===== config.mk =====
export PLATFORM = sky130hd
export DESIGN_NAME = dcf77_sync_ctrl
export DESIGN_NICKNAME = d
export VERILOG_FILES = /design/src/rtl/dcf77_sync_ctrl_pkg.sv /design/src/rtl/dcf77_frame_check.sv /design/src/rtl/dcf77_sync_ctrl.sv
export SDC_FILE = /design/constraint.sdc
export NUM_CORES = 1
export LEC_CHECK = 0
export ABC_AREA = 1
export BUFFER_PORTS_ARGS = -buffer_cell sky130_fd_sc_hd__clkbuf_2
export CAP_MARGIN = 20
export CORE_MARGIN = 5
export CORE_UTILIZATION = 48
export CTS_CLUSTER_SIZE = 10
export DETAILED_ROUTE_END_ITERATION = 10
export GPL_TIMING_DRIVEN = 0
export PLACE_DENSITY = 0.69
export SETUP_SLACK_MARGIN = 0.5
export SYNTH_ARGS = -nofsm -noshare
export SYNTH_HDL_FRONTEND = slang
export SYNTH_SLANG_ARGS = --single-unit

===== constraint.sdc =====
create_clock -name clk -period 5.9 [get_ports clk]
set_input_delay 0.885 -clock clk [delete_from_list [all_inputs] [get_ports clk]]
set_output_delay 0.885 -clock clk [all_outputs]
set_load 0.02 [all_outputs]

===== src/rtl/dcf77_sync_ctrl_pkg.sv =====
// Shared types, DCF77 frame bit positions and BCD helpers for the sync controller.
package dcf77_sync_ctrl_pkg;

    typedef logic [7:0] bcd_t;

    typedef enum logic [1:0] {
        ST_HUNT     = 2'd0,
        ST_VERIFY   = 2'd1,
        ST_LOCKED   = 2'd2,
        ST_HOLDOVER = 2'd3
    } dcf77_state_t;

    typedef struct packed {
        bcd_t minute;
        bcd_t hour;
        bcd_t day;
        bcd_t dow;
        bcd_t month;
        bcd_t year;
    } dcf77_time_t;

    localparam int BIT_START      = 0;
    localparam int BIT_TIME_START = 20;
    localparam int MIN_LSB        = 21;
    localparam int MIN_PAR        = 28;
    localparam int HOUR_LSB       = 29;
    localparam int HOUR_PAR       = 35;
    localparam int DAY_LSB        = 36;
    localparam int DOW_LSB        = 42;
    localparam int MON_LSB        = 45;
    localparam int YEAR_LSB       = 50;
    localparam int DATE_PAR       = 58;

    // Both digits must be decimal; then plain numeric compare orders BCD correctly.
    function automatic logic bcd_in_range(input bcd_t v, input bcd_t lo, input bcd_t hi);
        return (v[3:0] <= 4'd9) && (v[7:4] <= 4'd9) && (v >= lo) && (v <= hi);
    endfunction

    function automatic bcd_t bcd_minute_inc(input bcd_t m);
        if (m == 8'h59) begin
            return 8'h00;
        end
        if (m[3:0] == 4'd9) begin
            return {m[7:4] + 4'd1, 4'd0};
        end
        return {m[7:4], m[3:0] + 4'd1};
    endfunction

endpackage


===== src/rtl/dcf77_frame_check.sv =====
// Combinational validity check of one DCF77 minute frame and BCD field extraction.
module dcf77_frame_check
    import dcf77_sync_ctrl_pkg::*;
(
    input  logic        frame_error_i,
    input  logic [58:0] data_i,
    output logic        valid_o,
    output dcf77_time_t fields_o
);

    logic par_ok;
    logic range_ok;
    logic unused_bits;

    // Bits 1..19 carry weather and announcement flags that timekeeping ignores.
    assign unused_bits = ^data_i[BIT_TIME_START-1:BIT_START+1];

    always_comb begin
        fields_o.minute = {1'b0, data_i[MIN_LSB +: 7]};
        fields_o.hour   = {2'b0, data_i[HOUR_LSB +: 6]};
        fields_o.day    = {2'b0, data_i[DAY_LSB +: 6]};
        fields_o.dow    = {5'b0, data_i[DOW_LSB +: 3]};
        fields_o.month  = {3'b0, data_i[MON_LSB +: 5]};
        fields_o.year   = data_i[YEAR_LSB +: 8];

        par_ok = (^data_i[MIN_PAR:MIN_LSB] == 1'b0)
              && (^data_i[HOUR_PAR:HOUR_LSB] == 1'b0)
              && (^data_i[DATE_PAR:DAY_LSB] == 1'b0);

        range_ok = bcd_in_range(fields_o.minute, 8'h00, 8'h59)
                && bcd_in_range(fields_o.hour,   8'h00, 8'h23)
                && bcd_in_range(fields_o.day,    8'h01, 8'h31)
                && bcd_in_range(fields_o.dow,    8'h01, 8'h07)
                && bcd_in_range(fields_o.month,  8'h01, 8'h12)
                && bcd_in_range(fields_o.year,   8'h00, 8'h99);

        valid_o = !frame_error_i && !data_i[BIT_START] && data_i[BIT_TIME_START]
               && par_ok && range_ok;
    end

endmodule


===== src/rtl/dcf77_sync_ctrl.sv =====
// DCF77 synchronisation controller: frame consistency tracking, lock FSM and minute timeout.
module dcf77_sync_ctrl
    import dcf77_sync_ctrl_pkg::*;
#(
    parameter int N_CONFIRM     = 2,
    parameter int HOLDOVER_MAX  = 60,
    parameter int TIMEOUT_TICKS = 6100
) (
    input  logic        clk,
    input  logic        rst,
    input  logic        clk_en,
    input  logic        frame_valid,
    input  logic        frame_error,
    input  logic [58:0] data,
    output logic        load,
    output logic        locked,
    output logic [1:0]  state,
    output logic [7:0]  missed
);

    localparam int          CNT_W     = $clog2(TIMEOUT_TICKS + 1);
    localparam logic [3:0]  N_CONF    = 4'(N_CONFIRM);
    localparam logic [7:0]  HOLD_MAX  = 8'(HOLDOVER_MAX);
    localparam logic [CNT_W-1:0] TICK_LAST = CNT_W'(TIMEOUT_TICKS - 1);

    dcf77_state_t     state_q, state_d;
    logic [3:0]       confirm_q, confirm_d;
    logic [7:0]       missed_q, missed_d;
    logic [CNT_W-1:0] tick_q, tick_d;
    dcf77_time_t      ref_q, ref_d;
    logic             ref_vld_q, ref_vld_d;
    logic             load_q, load_d;
    logic             locked_q, locked_d;

    logic        frame_is_valid;
    dcf77_time_t frame_fields;
    logic        timeout_hit;
    logic        timeout_evt;
    logic        frame_ok;
    logic        consistent;
    logic [7:0]  missed_inc;
    logic [3:0]  confirm_inc;

    dcf77_frame_check u_check (
        .frame_error_i (frame_error),
        .data_i        (data),
        .valid_o       (frame_is_valid),
        .fields_o      (frame_fields)
    );

    // A frame arriving on the terminal tick wins; that timeout is dropped.
    assign timeout_hit = clk_en && (tick_q == TICK_LAST);
    assign timeout_evt = timeout_hit && !frame_valid;
    assign frame_ok    = frame_valid && frame_is_valid;
    assign missed_inc  = (missed_q == 8'hFF) ? 8'hFF : missed_q + 8'd1;
    assign confirm_inc = confirm_q + 4'd1;

    // Across the hour rollover (xx:59 -> 00) the date/hour fields may legitimately change.
    assign consistent = frame_ok && ref_vld_q
                     && (frame_fields.minute == bcd_minute_inc(ref_q.minute))
                     && ((frame_fields.minute == 8'h00)
                         || ((frame_fields.hour  == ref_q.hour)
                          && (frame_fields.day   == ref_q.day)
                          && (frame_fields.dow   == ref_q.dow)
                          && (frame_fields.month == ref_q.month)
                          && (frame_fields.year  == ref_q.year)));

    always_ff @(posedge clk or negedge rst) begin
        if (!rst) begin
            state_q   <= ST_HUNT;
            confirm_q <= 4'd0;
            missed_q  <= 8'd0;
            tick_q    <= '0;
            ref_q     <= '0;
            ref_vld_q <= 1'b0;
            load_q    <= 1'b0;
            locked_q  <= 1'b0;
        end else begin
            state_q   <= state_d;
            confirm_q <= confirm_d;
            missed_q  <= missed_d;
            tick_q    <= tick_d;
            ref_q     <= ref_d;
            ref_vld_q <= ref_vld_d;
            load_q    <= load_d;
            locked_q  <= locked_d;
        end
    end

    always_comb begin
        state_d   = state_q;
        confirm_d = confirm_q;
        missed_d  = missed_q;
        case (state_q)
            ST_HUNT: begin
                if (frame_ok) begin
                    confirm_d = 4'd1;
                    if (N_CONF == 4'd1) begin
                        state_d  = ST_LOCKED;
                        missed_d = 8'd0;
                    end else begin
                        state_d = ST_VERIFY;
                    end
                end
            end
            ST_VERIFY: begin
                if (consistent) begin
                    confirm_d = confirm_inc;
                    if (confirm_inc >= N_CONF) begin
                        state_d  = ST_LOCKED;
                        missed_d = 8'd0;
                    end
                end else if (frame_ok) begin
                    confirm_d = 4'd1;
                end else if (frame_valid || timeout_evt) begin
                    state_d   = ST_HUNT;
                    confirm_d = 4'd0;
                end
            end
            ST_LOCKED: begin
                if (!consistent && (frame_valid || timeout_evt)) begin
                    state_d  = ST_HOLDOVER;
                    missed_d = 8'd1;
                end
            end
            ST_HOLDOVER: begin
                if (consistent) begin
                    state_d  = ST_LOCKED;
                    missed_d = 8'd0;
                end else if (frame_valid || timeout_evt) begin
                    missed_d = missed_inc;
                    if (missed_inc > HOLD_MAX) begin
                        state_d   = ST_HUNT;
                        confirm_d = 4'd0;
                    end
                end
            end
            default: state_d = ST_HUNT;
        endcase
    end

    always_comb begin
        load_d   = consistent && (state_d == ST_LOCKED);
        locked_d = (state_d == ST_LOCKED) || (state_d == ST_HOLDOVER);
    end

    always_comb begin
        tick_d    = tick_q;
        ref_d     = ref_q;
        ref_vld_d = ref_vld_q;
        if (frame_valid || timeout_hit) begin
            tick_d = '0;
        end else if (clk_en) begin
            tick_d = tick_q + 1'b1;
        end
        if (frame_valid) begin
            ref_vld_d = frame_is_valid;
            if (frame_is_valid) begin
                ref_d = frame_fields;
            end
        end
    end

    assign load   = load_q;
    assign locked = locked_q;
    assign state  = state_q;
    assign missed = missed_q;

endmodule


# After elaboration in Yosys (flattened, before gate mapping)

Index checks and enable logic that the tools add are counted.

Register bits: 65
Input port bits: 64
Output and inout port bits: 12
Word-level logic and storage cells: 155

Add/subtract/negate cells: 5
Magnitude comparators: 21
Equality and inequality tests: 24
Mux-type cells: 34
Bitwise gates (word level): 3
Reductions and logical operators: 55

Operators by type and width:

| operator                                                          | number |
|---|---|
| two-way mux 8 bit                                                 | 10 |
| logical AND 1 bit                                                 | 36 |
| two-way mux 4 bit                                                 | 7 |
| two-way mux 13 bit                                                | 2 |
| <= comparator 4 bit, second input constant                        | 6 |
| case mux 8 bit (3 select lines)                                   | 1 |
| parity 23 bit                                                     | 1 |
| two-way mux 2 bit                                                 | 9 |
| inequality test 2 bit, second input constant                      | 7 |
| adder 13 x 1 -> 13 bit, second input constant                     | 1 |
| == test 13 bit, second input constant                             | 1 |
| == test 6 bit                                                     | 2 |
| <= comparator 6 bit, second input constant                        | 2 |
| case mux 4 bit (3 select lines)                                   | 1 |
| adder 4 x 1 -> 4 bit, second input constant                       | 2 |
| adder 8 x 1 -> 8 bit, second input constant                       | 1 |
| == test 2 bit, second input constant                              | 4 |
| == test 7 x 8 -> 1 bit                                            | 1 |
| == test 8 bit                                                     | 1 |
| == test 8 bit, second input constant                              | 1 |
| greater-or-equal comparator 8 x 1 -> 1 bit, second input constant | 1 |
| > comparator 8 x 6 -> 1 bit, second input constant                | 1 |
| <= comparator 2 x 4 -> 1 bit, second input constant               | 2 |
| <= comparator 3 x 4 -> 1 bit, second input constant               | 2 |
| 29 further kinds                                                  | 40 |

# Depth between registers and ports, before layout

Word-level depth: 19
Gate-level depth with buffers: 19
Mapped depth without buffers: 19

# Modules after synthesis

Synthesis repeated with hierarchy kept, for this count alone.

Cell total of the unflattened synthesis: 905
Area, all modules: 6,140.9 um2

Modules (own cells, without submodules):

| module            | times used | cells an instance | area each (um2) | seq. area each (um2) |
|---|---|---|---|---|
| dcf77_sync_ctrl   | 1          | 652               | 4,588.2         | 1,926.8 |
| dcf77_frame_check | 1          | 253               | 1,552.7         | 0.0 |

# Least setup slack after synthesis

Ideal clock, no wire load.

Path type: input-to-reg
Start: in data[22]
End: reg missed_q[0], in the netlist missed[0]
Setup time: 0.118 ns
Arrival time: 2.533 ns
Path slack: 3.249 ns
Cell stages on the path: 14
Buffers on the path: 0
Cell sequence: inv_1 -> ha_1 -> xor2_1 -> inv_1 -> nand3_1 -> nand2_1 -> nor2_1 -> nand3_1 -> nor2_2 -> nand3_4 -> a21oi_4 -> nand2_4 -> nand2_1 -> nand2_1

Cells in the longest elaborated chain, start to end: 17

RTL lines:

| item                                                         | line                   | source |
|---|---|---|
| start: declaration                                           | dcf77_sync_ctrl.sv:14  | `input logic [58:0] data,` |
| branches (longest 12 deep; another with <= comparator 7 bit) | -                      |  |
| logical AND 1 bit *                                          | dcf77_sync_ctrl.sv:61  | `&& ((frame_fields.minute == 8'h00)` |
| zero test 1 bit                                              | dcf77_sync_ctrl.sv:121 | `if (!consistent && (frame_valid \|\| timeout_evt)) begin` |
| logical AND 1 bit                                            | dcf77_sync_ctrl.sv:121 |  |
| inequality test 2 bit (no line)                              | -                      |  |
| AND reduction 5 bit (no line)                                | -                      |  |
| end signal: assignment                                       | dcf77_sync_ctrl.sv:81  | `missed_q <= missed_d;` |
| end: declaration                                             | dcf77_sync_ctrl.sv:28  | `logic [7:0] missed_q, missed_d;` |

Mark *: on every way between the ends.
A chain may end at the register's enable or synchronous reset.

# Final worst setup path

Start: in data[36]
End: reg ref_vld_q

Cells in the longest elaborated chain, start to end: 9

RTL lines:

| item                            | line                      | source |
|---|---|---|
| <= comparator 4 bit             | dcf77_sync_ctrl_pkg.sv:36 | `return (v[3:0] <= 4'd9) && (v[7:4] <= 4'd9) && (v >= lo) && (v <= hi);` |
| logical AND 1 bit (3 in series) | dcf77_sync_ctrl_pkg.sv:36 |  |
| logical AND 1 bit               | dcf77_frame_check.sv:32   | `&& bcd_in_range(fields_o.day, 8'h01, 8'h31)` |
| logical AND 1 bit               | dcf77_frame_check.sv:33   | `&& bcd_in_range(fields_o.dow, 8'h01, 8'h07)` |
| logical AND 1 bit               | dcf77_frame_check.sv:34   | `&& bcd_in_range(fields_o.month, 8'h01, 8'h12)` |
| logical AND 1 bit               | dcf77_frame_check.sv:35   | `&& bcd_in_range(fields_o.year, 8'h00, 8'h99);` |
| logical AND 1 bit *             | dcf77_frame_check.sv:38   | `&& par_ok && range_ok;` |
| end signal: assignment          | dcf77_sync_ctrl.sv:84     | `ref_vld_q <= ref_vld_d;` |
| end: declaration                | dcf77_sync_ctrl.sv:31     | `logic ref_vld_q, ref_vld_d;` |

Every way passes the cells marked *; elsewhere a longest branch is shown, timed or not.

==> results.py <==
metrics = {
    "clock_tree": {
        "path_clk_slew_ns": 0.06,
        "h-tree-depth": 3,
        "cts_made_buffers": 9,
        "clk_path_buf_depth": 2,
        "cts_tree": "done",
        "cts_num_sinks": 64,
        "cts_root_buf": "clkbuf_16",
        "ctsResizeCount": 0,
        "worstSkewPairLatency_ns": 0.34,
        "cts_hold_buf": 0,
        "post_cts_buffers": 0,
    },
    "detailed_routing": {
        "via_count": 5193,
        "wl_met2_mm": 5.623,
        "vias_per_cell": 4.853,
        "wl_per_cell_um": 11.83,
        "routed_wl_mm": 12.66,
        "drt_iter0_drc": 233,
        "first_pass_iters": 5,
        "wl_met3_um": 473,
        "drc": 0,
        "ant_nets": 0,
        "top_layer": "met4",
        "m1WireLength_mm": 6.385,
    },
    "synth": {
        "synth_area_um2": 5461,
        "syn_inst": 855,
        "netlist.area_leader.share_pct": 29.32,
        "yosysMostFrequentCell": "nand2_1",
        "synth.cells.most_frequent": "nand2_1 (257), inv_1 (138), nor2_1 (117), nand3_1 (65), dfrtp_1 (64)",
        "netlist_top_cells_area": "dfrtp_1 (29%), nand2_1 (18%), ha_1 (10%), inv_1 (9.5%), nor2_1 (8.0%)",
        "synthDistinctLibCells": 34,
        "ys_seq_elements": 64,
        "yosysSeqAreaShare_pct": 29.32,
        "syn_avg_cell_area_um2": 6.388,
        "synth-edff-count": 0,
        "synth_top_area_cell": "dfrtp_1",
        "yosysWarnings": 0,
        "synth.net_count": 963,
        "synth_ff_type": "dfrtp_1",
        "async_flop_share_pct": 100.0,
    },
    "timing": {
        "max_slew_margin_pct": 56.01,
        "slew_viol_final": 0,
        "fmax_mhz": 339.2,
        "fin_crit_sh_pct": 49.96,
        "tns_ns": 0,
        "finalWorstSetupSlack_ns": 2.952,
        "worst_pin_slew_ns": 0.6538,
        "rsz0062_at_grt": "no",
        "period_needed_ns": 2.948,
        "clock_skew_ns": 0.003633,
        "setup_viol": 0,
        "final_hold_viol_count": 0,
    },
    "floorplanning": {
        "core_um2": 11270,
        "start_util_pct": 48.45,
        "die_area_um2": 13610,
        "io_pins": 76,
        "die_x_um": 116.7,
        "num_rows": 39,
        "die_h_um": 116.7,
    },
    "setup_path": {
        "path_buf_inv": 4,
        "path_delay_family": "simple AND/OR/NAND/NOR gates",
        "critPathKind": "input port to register",
        "cpPeakStageDelay_ns": 0.54,
        "crit_arrival_ns": 3.13,
        "r2r_cells": 10,
        "crit_fanout": 10,
        "cp-end-kind": "register",
        "cp.depth": 14,
        "path_cells": "clkbuf_2 > inv_1 > ha_1 > nand2_1 > inv_1 > nor2_1 > nand2_1 > nand2_1 > nand2_1 > nand3_1 > nand2_1 > nand3_1 > clkbuf_1 > o21ai_0",
        "cp_common_cell": "nand2_1",
        "worstSetupStartpointType": "input port",
        "required_ns": 6.08,
        "slowest_stage": "clkbuf_1",
    },
    "power": {
        "pwr_density_cell_nw_per_um2": 188.6,
        "irDropWorstVdd_mv": 0.1183,
        "leakagePower_nw": 3.519,
    },
    "global_routing": {
        "grt_antenna_before_repair": 0,
        "grt_max_degree": 49,
        "grt_pass1_vias": 4851,
        "grt_usage_pct": 20.56,
        "grt-ovfl-total": 0,
        "grt_first_pass_wirelength_mm": 22.44,
    },
    "placement": {
        "dp.cells": 1054,
        "dp_hpwl_mm": 9.944,
        "post-place-ws_ns": 2.601,
        "routabilityCongestion": 0.8415,
        "placed_cell_area_um2": 5946,
        "portBuffers": 55,
    },
    "cells_and_area": {
        "area_growth_pct": 14.32,
        "final_area_um2": 6243,
        "finalCoreUtilization_pct": 55.39,
        "drive_gt1_share_pct": 11.11,
        "multi_input_area_um2": 3272,
        "n_fill_cell": 1145,
        "final_nets": 1030,
        "antenna_cells": 0,
        "seq_area_um2": 1602,
        "stdcell_count": 1070,
    },
    "worst_hold_path": {
        "hold_path_class": "input port to async pin",
    },
    "flow_run": {
        "max_cap_violations": 0,
    },
    "outcome": {
        "status": "complete, no violations",
    },
}
[registers in the layout, summed over array words and instances, names as in the netlist]
name,cells
confirm_q,4
load,1
locked,1
missed,8
ref_q,35
ref_vld_q,1
state,1
tick_q,13
[placed cells by master (no fill, tap or decap), types with 11 or more instances in the layout]
master | Yosys | routed
nand3_1 | 65 | 65
xnor2_1 | 16 | 16
nand4_1 | 12 | 12
clkbuf_2 | 0 | 54
nand2_2 | 11 | 11
a21oi_1 | 52 | 52
nand2_1 | 257 | 257
inv_1 | 138 | 138
o21ai_0 | 16 | 16
nor3_1 | 12 | 12
ha_1 | 44 | 44
nor2_1 | 117 | 117
dfrtp_1 | 64 | 64
[final cells by class]
class,count,area share (%)
multi-input cells,637,52.40
well taps,143,2.866
clock buffers,9,3.607
plain buffers,12,0.8818
repair buffers,56,4.890
inverters,142,8.537
flip-flops and latches,64,25.65
clock inverters,7,1.162
[logic make-up (layout without fill, tap and decap cells)]
group	Yosys count	count (layout)	synth area share [%]
AO/OA/AOI/OAI	77	77	7.583
adder cells (fa/ha/maj)	44	44	10.08
flip-flops	64	64	29.32
AND/OR/NAND/NOR	490	490	38.08
buffers and inverters	154	226	10.77
XOR/XNOR	26	26	4.169
[where the power goes]
part / switching [mW] / internal, mW / total (mW)
logic: 0.129 / 0.0725 / 0.201
clock network: 0.206 / 0.326 / 0.532
registers: 0.00237 / 0.442 / 0.445
[path summary, 6_finish.rpt]
check	slack, ns	end	start
hold / removal	0.45	ref_q[40]$_DFFE_PN0P_	rst
max in group asynchronous	4.92	ref_q[10]$_DFFE_PN0P_	rst
hold reg to reg	0.50	tick_q[7]$_DFFE_PN0P_	tick_q[7]$_DFFE_PN0P_
min in group clk	0.50	tick_q[7]$_DFFE_PN0P_	tick_q[7]$_DFFE_PN0P_
setup / recovery	2.95	ref_vld_q$_DFFE_PN0P_	data[36]
setup reg to reg	3.63	tick_q[9]$_DFFE_PN0P_	tick_q[0]$_DFFE_PN0P_
[per-layer routing]
metal | vias up | track usage (%)
li1 | 2792 | -
met1 | 2307 | 28.72
met2 | 79 | 32.91
met3 | 15 | 3.316
met4 | 0 | 6.116
met5 | - | 0
[through the flow]
| step | total power, mW | hold WS (ns) |
|---|---|---|
| after floorplan | 0.5858 | 0.4559 |
| after global placement | 0.6483 | 0.4845 |
| after detailed placement | 0.6530 | 0.4948 |
| after CTS | 1.188 | 0.4543 |
| after global routing | 1.244 | 0.4649 |
| final | 1.178 | 0.4484 |
No activity file was read; power rests on OpenSTA's default activity.
